<file path="src/rtl/pc_gen_multi.sv">
// Fetch PC generator: holds the fetch PC, arbitrates prioritised redirects, supports halt/resume.
// Optional redirect counter output redir_cnt is built when PCGEN_REDIR_CNT_EN is defined.
module pc_gen_multi #(
  parameter int                     PC_WIDTH   = 32,
  parameter logic [PC_WIDTH-1:0]    RESET_PC   = 32'h8000_0000,
  parameter int                     INST_BYTES = 4,
  parameter int                     NUM_REDIR  = 3
) (
  input  logic                          clk,
  input  logic                          rst_n,
  input  logic [NUM_REDIR-1:0]          redir_valid,
  input  logic [NUM_REDIR*PC_WIDTH-1:0] redir_pc,
  input  logic                          halt_req,
  input  logic                          resume,
  input  logic                          fetch_ready,
  output logic                          fetch_valid,
  output logic [PC_WIDTH-1:0]           fetch_pc,
  output logic [PC_WIDTH-1:0]           fetch_pc_next,
  output logic [NUM_REDIR-1:0]          redir_grant,
  output logic                          flush,
  output logic                          misalign,
  output logic [1:0]                    dbg_state
`ifdef PCGEN_REDIR_CNT_EN
  ,
  output logic [31:0]                   redir_cnt
`endif
);

  localparam logic [1:0] ST_BOOT = 2'd0;
  localparam logic [1:0] ST_RUN  = 2'd1;
  localparam logic [1:0] ST_HALT = 2'd2;

  localparam logic [PC_WIDTH-1:0] OFF_MASK = PC_WIDTH'(INST_BYTES - 1);
  localparam logic [PC_WIDTH-1:0] PC_INC   = PC_WIDTH'(INST_BYTES);

  // Handshake: fetch_pc is offered while fetch_valid=1 and consumed on a cycle
  // where fetch_valid and fetch_ready are both high (a fire); it holds otherwise.
  logic [1:0]           state_q, state_d;
  logic [PC_WIDTH-1:0]  pc_q, pc_d;
  logic [NUM_REDIR-1:0] grant;
  logic [PC_WIDTH-1:0]  win_pc;
  logic                 redir_take;
  logic                 fire;

  // Scan from the highest index down so the lowest-index requester wins.
  always_comb begin
    grant  = '0;
    win_pc = '0;
    for (int i = NUM_REDIR - 1; i >= 0; i--) begin
      if (redir_valid[i]) begin
        grant  = NUM_REDIR'(1) << i;
        win_pc = redir_pc[i*PC_WIDTH +: PC_WIDTH];
      end
    end
  end

  assign redir_take    = rst_n & (|redir_valid);
  assign redir_grant   = rst_n ? grant : '0;
  assign flush         = redir_take;
  assign misalign      = redir_take & (|(win_pc & OFF_MASK));
  assign fetch_valid   = (state_q == ST_RUN);
  assign fire          = fetch_valid & fetch_ready;
  assign fetch_pc      = pc_q;
  assign fetch_pc_next = pc_q + PC_INC;
  assign dbg_state     = state_q;

  always_comb begin
    pc_d    = pc_q;
    state_d = state_q;
    if (redir_take) begin
      // A redirect always lands in RUN, squashing any fire and cancelling halt_req.
      pc_d    = win_pc & ~OFF_MASK;
      state_d = ST_RUN;
    end else begin
      if (fire) pc_d = pc_q + PC_INC;
      case (state_q)
        ST_BOOT: state_d = halt_req ? ST_HALT : ST_RUN;
        ST_RUN:  state_d = halt_req ? ST_HALT : ST_RUN;
        ST_HALT: state_d = resume   ? ST_RUN  : ST_HALT;
        default: state_d = ST_BOOT;
      endcase
    end
  end

  always_ff @(posedge clk or negedge rst_n) begin
    if (!rst_n) begin
      state_q <= ST_BOOT;
      pc_q    <= RESET_PC;
    end else begin
      state_q <= state_d;
      pc_q    <= pc_d;
    end
  end

`ifdef PCGEN_REDIR_CNT_EN
  logic [31:0] cnt_q;

  always_ff @(posedge clk or negedge rst_n) begin
    if (!rst_n) begin
      cnt_q <= '0;
    end else if (flush && (cnt_q != 32'hFFFF_FFFF)) begin
      cnt_q <= cnt_q + 32'd1;
    end
  end

  assign redir_cnt = cnt_q;
`endif

endmodule

</file>
<file path="config.mk">
export PLATFORM = sky130hd
export DESIGN_NAME = pc_gen_multi
export DESIGN_NICKNAME = d
export VERILOG_FILES = /design/src/rtl/pc_gen_multi.sv
export SDC_FILE = /design/constraint.sdc
export NUM_CORES = 1
export LEC_CHECK = 0
export CAP_MARGIN = 40
export CELL_PAD_IN_SITES_DETAIL_PLACEMENT = 2
export CELL_PAD_IN_SITES_GLOBAL_PLACEMENT = 2
export CORE_UTILIZATION = 21
export CTS_CLUSTER_SIZE = 12
export DETAILED_ROUTE_END_ITERATION = 12
export GPL_ROUTABILITY_DRIVEN = 0
export PLACE_DENSITY_LB_ADDON = 0.1
export SLEW_MARGIN = 20
export SYNTH_ARGS = -nofsm -noshare
export SYNTH_HDL_FRONTEND = slang
export SYNTH_SLANG_ARGS = --single-unit
</file>
<file path="constraint.sdc">
create_clock -name clk -period 6.2 [get_ports clk]
set_clock_uncertainty 0.1 [all_clocks]
set_input_delay 0.93 -clock clk [delete_from_list [all_inputs] [get_ports clk]]
set_output_delay 0.93 -clock clk [all_outputs]
set_load 0.02 [all_outputs]
</file>
Yosys cells after proc, flatten, opt, wreduce, memory -nomap -nowiden
Cells that the tools add are included.
- $add $sub $neg: 1
- equality and inequality tests: 2
- mux-type cells: 13
- bitwise gates (word level): 3
- reduce and logical (&&, ||, !) cells: 5
- operator list (operator ; number):
    2-to-1 mux 32 bit ; 5
    adder 32 x 3 -> 32 bit, second input constant ; 1
    2-to-1 mux 3 bit ; 4
    2-to-1 mux 2 bit ; 3
    case mux 2 bit (2 select lines) ; 1
    OR reduction 2 bit ; 2
    AND 1 bit ; 3
    OR reduction 3 bit ; 1
    == test 2 x 1 -> 1 bit, second input constant ; 1
    == test 2 bit, second input constant ; 1
    zero test 2 bit ; 1
    nonzero test 2 bit ; 1
- flip-flop bits (word level): 34
- bits of input ports: 104
- logic and storage cells: 26

Logic depth before layout (Yosys ltp)
Gate-level depths: netlist of the first run.
- word-level depth: 5
- mapped depth: 7
- mapped depth without buffers: 5

Least setup slack after synthesis of the first run
OpenSTA, ideal clock, no wires.
- path kind: input to output
- from: input port redir_valid[1]
- to: output port misalign
- data arrival time: 2236 ps
- required time: 5170 ps
- path slack: 2934 ps
- cell stages on the path: 6
- path buffers: 2
- cells stage by stage: clkbuf_1 -> clkbuf_1 -> o21ai_0 -> o21ai_0 -> nor2_1 -> a211oi_1
- cells in the longest elaborated chain, start to end: 4
- ends and longest elaborated chain (item ; line ; source):
    start: declaration ; 11 ; input logic [NUM_REDIR-1:0] redir_valid,
    2-to-1 mux 32 bit (2 in a row) ; 50 ; if (redir_valid[i]) begin
    OR reduction 2 bit ; 60 ; assign misalign = redir_take & (|(win_pc & OFF_MASK));
    AND 1 bit * ; 60 ;
    end: declaration ; 21 ; output logic misalign,
Every way passes the cells marked *; elsewhere a longest branch is shown, timed or not.

Worst setup path after layout of the first run
- from: input port redir_valid[1]
- to: output port flush
- cells in the longest elaborated chain, start to end: 2
- ends and longest elaborated chain (item ; line ; source):
    OR reduction 3 bit ; 57 ; assign redir_take = rst_n & (|redir_valid);
    AND 1 bit ; 57 ;
    end: declaration ; 20 ; output logic flush,
No other way between the ends.

==> results.cfg, run 1 <==
[yosys]
synthCells = 375
synth-edff-count = 0
async_flop_share_pct = 100.0
synth-seq-cells = 32
syn_area_mm2 = 0.002969
ys_seq_area_share_pct = 27.01
synth_cell_types = 46
yosys_warnings = 0
yosys_most_used_dff = dfrtp_1
syn_area_per_cell_um2 = 7.918

[sta]
setup_tns_ps = 0
period_minus_slack_ps = 4658
fmax_mhz = 214.7
hold_violations = 0
drv_slew = 0
setup_viol = 0
worst_pin_slew_ps = 853.8
hold_ws_ps = 417.6
layout_setup_ws_ps = 1542
period_share_pct = 75.14
slew_headroom_pct = 42.61
rsz0062_at_grt = false

[clocking]
cts_resized = 0
cts_tree = built
cts-root-buf = clkbuf_16
clock-sinks = 32
postCtsSetupBuffers = 0
htree_levels = 2
postCtsHoldBufs = 0
numCtsBuffers = 5
clkSlewWorstSetupHoldPaths_ps = 60
cts.path.max_buffers = 2
clock_latency_ps = 280

[pwr]
p_leak_nw = 1.798
p_per_area_mw_per_mm2 = 204.6
ir_drop_v = 0.00008744

[critical_path]
critPathLaunch = redir_valid[1]
path_buf_inv = 4
r2r-end = fetch_pc[18]
cp_data_required_time_ps = 5170
critPathMostFrequentCell = clkdlybuf4s50_1
cp_slowest_cell = clkdlybuf4s50_1
reg2reg_depth = 5
worstSetupEndpointType = output pin
worst-endpoint-arrival_ps = 3630
path_delay_family = buffers and inverters
critPathLaunchType = primary input
crit_end = flush
rr_startpoint = fetch_pc[2]
r2r_setup_slack_ps = 3390
crit_type = in -> out
worstPathMaxFanout = 22
critPathMaxStageDelay_ps = 760
crit_chain = clkdlybuf4s50_1 > buf_4 > o31ai_4 > clkinv_1 > clkdlybuf4s50_1
cp_num_cells = 5

[global_routing]
grt_pass1_wl_um = 20820
grt_max_degree = 66
antenna_found_initial = 0
grt_use_total_pct = 18.22
grt-ovfl-total = 0
first_global_vias = 3812

[die]
rows = 43
die_h_um = 120.9
core-area_mm2 = 0.01383
die_width_um = 120.9
start_util_pct = 21.47
io_pins = 176
dieArea_mm2 = 0.01462

[finish]
syn_to_final_growth_pct = 68.10
n_antenna_cell = 0
layout-drive-gt1-share_pct = 4.726
n_fill_cell = 1557
final_cell_area_mm2 = 0.004991
final_core_util_pct = 36.10
fin_nets = 633

[drt]
firstDrtPassIters = 4
drt_iter0_drc = 164
wl_per_cell_um = 18.32
vias_per_cell = 5.052
ant_nets = 0
drc = 0
vias = 3582
drt_wl_total_um = 12990

[place]
post-dp-hpwl_um = 10020
portBuffers = 171
place_ws_ps = 1445
dpl_cell_area_mm2 = 0.004807

[job]
max_cap_violations = 0

[worst_hold_path]
holdCritPathClass = reg -> reg

[run_status]
status = completed
==> power by group <==
| part | internal, mW | total (mW) | switching (mW) |
|---|---|---|---|
| combinational | 0.226 | 0.438 | 0.212 |
| sequential | 0.237 | 0.299 | 0.0616 |
| clock | 0.189 | 0.284 | 0.0953 |
==> Yosys cell counts, drive strengths merged, types with 5 or more instances <==
cell type,count,area share (%)
a21oi,15,2.5
a221o,25,8.4
a31oi,14,2.9
buf,10,2.2
clkbuf,27,3.4
dfrtp,31,26
nand2,26,3.3
nand2b,25,5.3
nand3,23,4.0
nand4,10,2.3
nor2,22,2.8
nor3,9,1.5
nor4,9,2.1
o21ai,19,3.2
o31ai,10,2.7
or3,5,1.1
or4,16,4.0
xnor2,17,5.0
xor2,22,6.5
==> worst reg2reg max path, delay by kind of cell, from the launching register on <==
family                   cells  cell delay [ps]
flip-flops                   1              460
AO/OA/AOI/OAI                1              180
AND/OR/NAND/NOR              3             1750
adder cells (fa/ha/maj)      1              250
==> stage by stage <==
stage               power (mW)  std cells
floorplan               0.4983        378
global placement        0.7363        698
detailed placement      0.7483        699
CTS                      1.039        707
global route             1.081        709
finish                   1.021        709
==> worst min path at each step <==
stage | depth (start not counted) | to | from
CTS | 2 | fetch_pc[31] | fetch_pc[31]
floorplan | 2 | fetch_pc[31] | fetch_pc[31]
global placement | 2 | fetch_pc[31] | fetch_pc[31]
finish | 2 | fetch_pc[31] | fetch_pc[31]
global route | 2 | fetch_pc[31] | fetch_pc[31]
detailed placement | 2 | fetch_pc[31] | fetch_pc[31]
==> final cells by class <==
type | count | area (µm²) | share of cell area (%)
sequential | 32 | 802.0 | 16.07
tap | 180 | 225.2 | 4.512
timing repair buffer | 180 | 1778 | 35.62
inverter | 4 | 15.01 | 0.3008
clock buffer | 6 | 128.9 | 2.582
multi-input combinational | 305 | 2007 | 40.21
clock inverter | 2 | 35.03 | 0.7019
==> layer usage <==
metal / vias to the layer above / wire [µm] / track usage (%)
met5: - / 0 / 0
met4: 0 / 78 / 2.932
met3: 7 / 642 / 3.008
met2: 97 / 6428 / 32.11
met1: 1768 / 5838 / 23.51
li1: 1710 / - / -
==> cell usage in the layout (no fill, tap or decap), drive strengths merged, types with 2 or more instances in the layout <==
master and n:
o31ai 10, and3 4, or4 16, inv 3, nor2b 3, o31a 4, clkinv 2, xnor2 17
o21ai 19, a211o 2, o211ai 3, nand3 23, nor4 9, nand3b 2, or3 5, nand4 10
nand2 26, nand2b 25, and3b 3, nor3 9, buf 10, xor2 22, a221o 25, clkdlybuf4s50 169
dfrtp 31, a21oi 15, clkbuf 7, a22oi 4, a31oi 14, conb 4, nor2 22
==> registers in the layout (all words and copies together) (netlist names) <==
| name | flops |
|---|---|
| dbg_state | 2 |
| fetch_pc | 30 |
==> cell families (layout without fill, tap and decap cells) <==
kind of cell	after synthesis	in the layout	share of synthesized area, %
and+or+nand+nor	161	161	30.30
AOI/OAI and AO/OA	99	99	24.15
buffers and inverters	41	192	6.152
xor gates and xnor gates	39	39	11.50
DFF	32	32	27.01
adders and majority gates	1	1	0.4213
other	1	4	0.1263
muxes	1	1	0.3371
Note: power is estimated with default switching activity, not from simulation.
==> inputs of run 2 (changes only) <==
--- a/config.mk
+++ b/config.mk
@@ -8,7 +8,7 @@
 export CAP_MARGIN = 40
 export CELL_PAD_IN_SITES_DETAIL_PLACEMENT = 2
 export CELL_PAD_IN_SITES_GLOBAL_PLACEMENT = 2
-export CORE_UTILIZATION = 21
+export CORE_UTILIZATION = 18
 export CTS_CLUSTER_SIZE = 12
 export DETAILED_ROUTE_END_ITERATION = 12
 export GPL_ROUTABILITY_DRIVEN = 0
==> constraint.sdc (replaced) <==
create_clock -name clk -period 3.8 [get_ports clk]
set_clock_uncertainty 0.1 [all_clocks]
set_input_delay 0.57 -clock clk [delete_from_list [all_inputs] [get_ports clk]]
set_output_delay 0.57 -clock clk [all_outputs]
set_load 0.02 [all_outputs]
==> results.cfg, run 2 (synthesized netlist as in run 1, its figures left out) <==
[finish]
syn_to_final_growth_pct = 70.63
final_common_cell = clkdlybuf4s50_1
final_core_util_pct = 31.66
finalNonFillerCells = 752
mostFrequentLayoutCells = clkdlybuf4s50_1, dfrtp_1, nand2_1
fin_nets = 640
layout-drive-gt1-share_pct = 5.970
n_antenna_cell = 0
largest_reg_flops = 30
n_fill_cell = 1837

[critical_path]
cp_slowest_cell = or4_1
worstPathMaxFanout = 10
crit_type = reg -> out
worstSetupEndpointType = output pin
worst-endpoint-arrival_ps = 2900
cp_data_required_time_ps = 3130
rr_startpoint = fetch_pc[2]
critPathLaunchType = register
r2r_setup_slack_ps = 1300
crit_chain = ha_1 > nand3_1 > or4_1 > nor2_1 > xor2_1 > clkdlybuf4s50_1
reg2reg_depth = 6
r2r-end = fetch_pc[22]
crit_end = fetch_pc_next[26]
critPathMaxStageDelay_ps = 710
critPathLaunch = fetch_pc[2]

[place]
dp_cells = 744
post-dp-hpwl_um = 11610
portBuffers = 171

[sta]
drv_slew = 0
period_share_pct = 93.89
setup_tns_ps = 0
hold_ws_ps = 407.1
setup_viol = 0
worst_pin_slew_ps = 737.5
slew_headroom_pct = 50.83
period_minus_slack_ps = 3568
fmax_mhz = 280.3
rsz0062_at_grt = false
hold_violations = 0

[clocking]
cts-root-buf = clkbuf_16
clkSlewWorstSetupHoldPaths_ps = 50
htree_levels = 2
cts_tree = built
cts.path.max_buffers = 2
numCtsBuffers = 5
clock-sinks = 32
clock_latency_ps = 280
postCtsSetupBuffers = 0

[die]
die_h_um = 130.4
die_width_um = 130.4
rows = 46
dieArea_mm2 = 0.01701
core-area_mm2 = 0.01600
start_util_pct = 18.56
io_pins = 176

[pwr]
p_per_area_mw_per_mm2 = 324.5
ir_drop_v = 0.0001792
p_leak_nw = 1.819

[global_routing]
use_met2_pct = 29.91
first_global_vias = 3957
use_met1_pct = 22.43
top_usage_layer = met2
grt_pass1_wl_um = 22110
grt_max_degree = 42
grt_use_total_pct = 17.19
grt-ovfl-total = 0
use_met3_pct = 3.461
antenna_found_initial = 0

[drt]
ant_nets = 0
firstDrtPassIters = 4
vias_per_cell = 4.778
drt_iter0_drc = 115
wl_per_cell_um = 19.21
vias = 3593
drc = 0
drt_wl_total_um = 14440

[run_status]
status = completed

[job]
max_cap_violations = 0

[worst_hold_path]
holdCritPathClass = in -> async
## run 2: timing repair
action / in CTS / in global routing
endpoints found under the setup margin: 0 / 2
resized for setup: 0 / 1
hold buffers: 0 / 0
## run 2: how the worst min path moves through the flow
stage	start	to	cells after the start
floorplan	rst_n	dbg_state[0]	0
global placement	fetch_pc[31]	fetch_pc[31]	2
detailed placement	fetch_pc[31]	fetch_pc[31]	2
CTS	rst_n	fetch_pc[26]	2
global route	rst_n	fetch_pc[17]	2
finish	rst_n	fetch_pc[21]	2
## run 2: metal layers
metal	wire, µm	share of wire, %
met5	0	0
met2	7081	49
met3	830	5.7
met4	83	0.57
met1	6449	45
## run 2: layout make-up
type,count,area (µm²),area share [%]
Clock buffer,8,146.4,2.890
Timing Repair Buffer,187,1822,35.96
Inverter,4,15.01,0.2964
Sequential cell,32,802.0,15.83
Multi-Input combinational cell,305,2011,39.69
Tap cell,216,270.3,5.335
## run 2: stage by stage
stage	power, mW	cell area (µm²)	setup slack [ps]
floorplan	0.8131	2980	942.3
finish	1.644	5066	232.1
global route	1.737	5066	37.11
global placement	1.230	4916	469.2
CTS	1.675	5062	55.61
detailed placement	1.247	4916	369.9
## run 2: critical path, delay by kind of cell (launching register included)
family	cells	cell delay, ps
buffers and inverters	1	630
and+or+nand+nor	3	1080
xor gates and xnor gates	1	180
DFF	1	470
adders and majority gates	1	260
## run 2: power by group
part | internal, mW | switching, mW | total [mW] | leakage, nW
clock network | 0.262 | 0.155 | 0.417 | 0.0712
logic | 0.377 | 0.372 | 0.749 | 1.37
registers | 0.388 | 0.0907 | 0.478 | 0.374
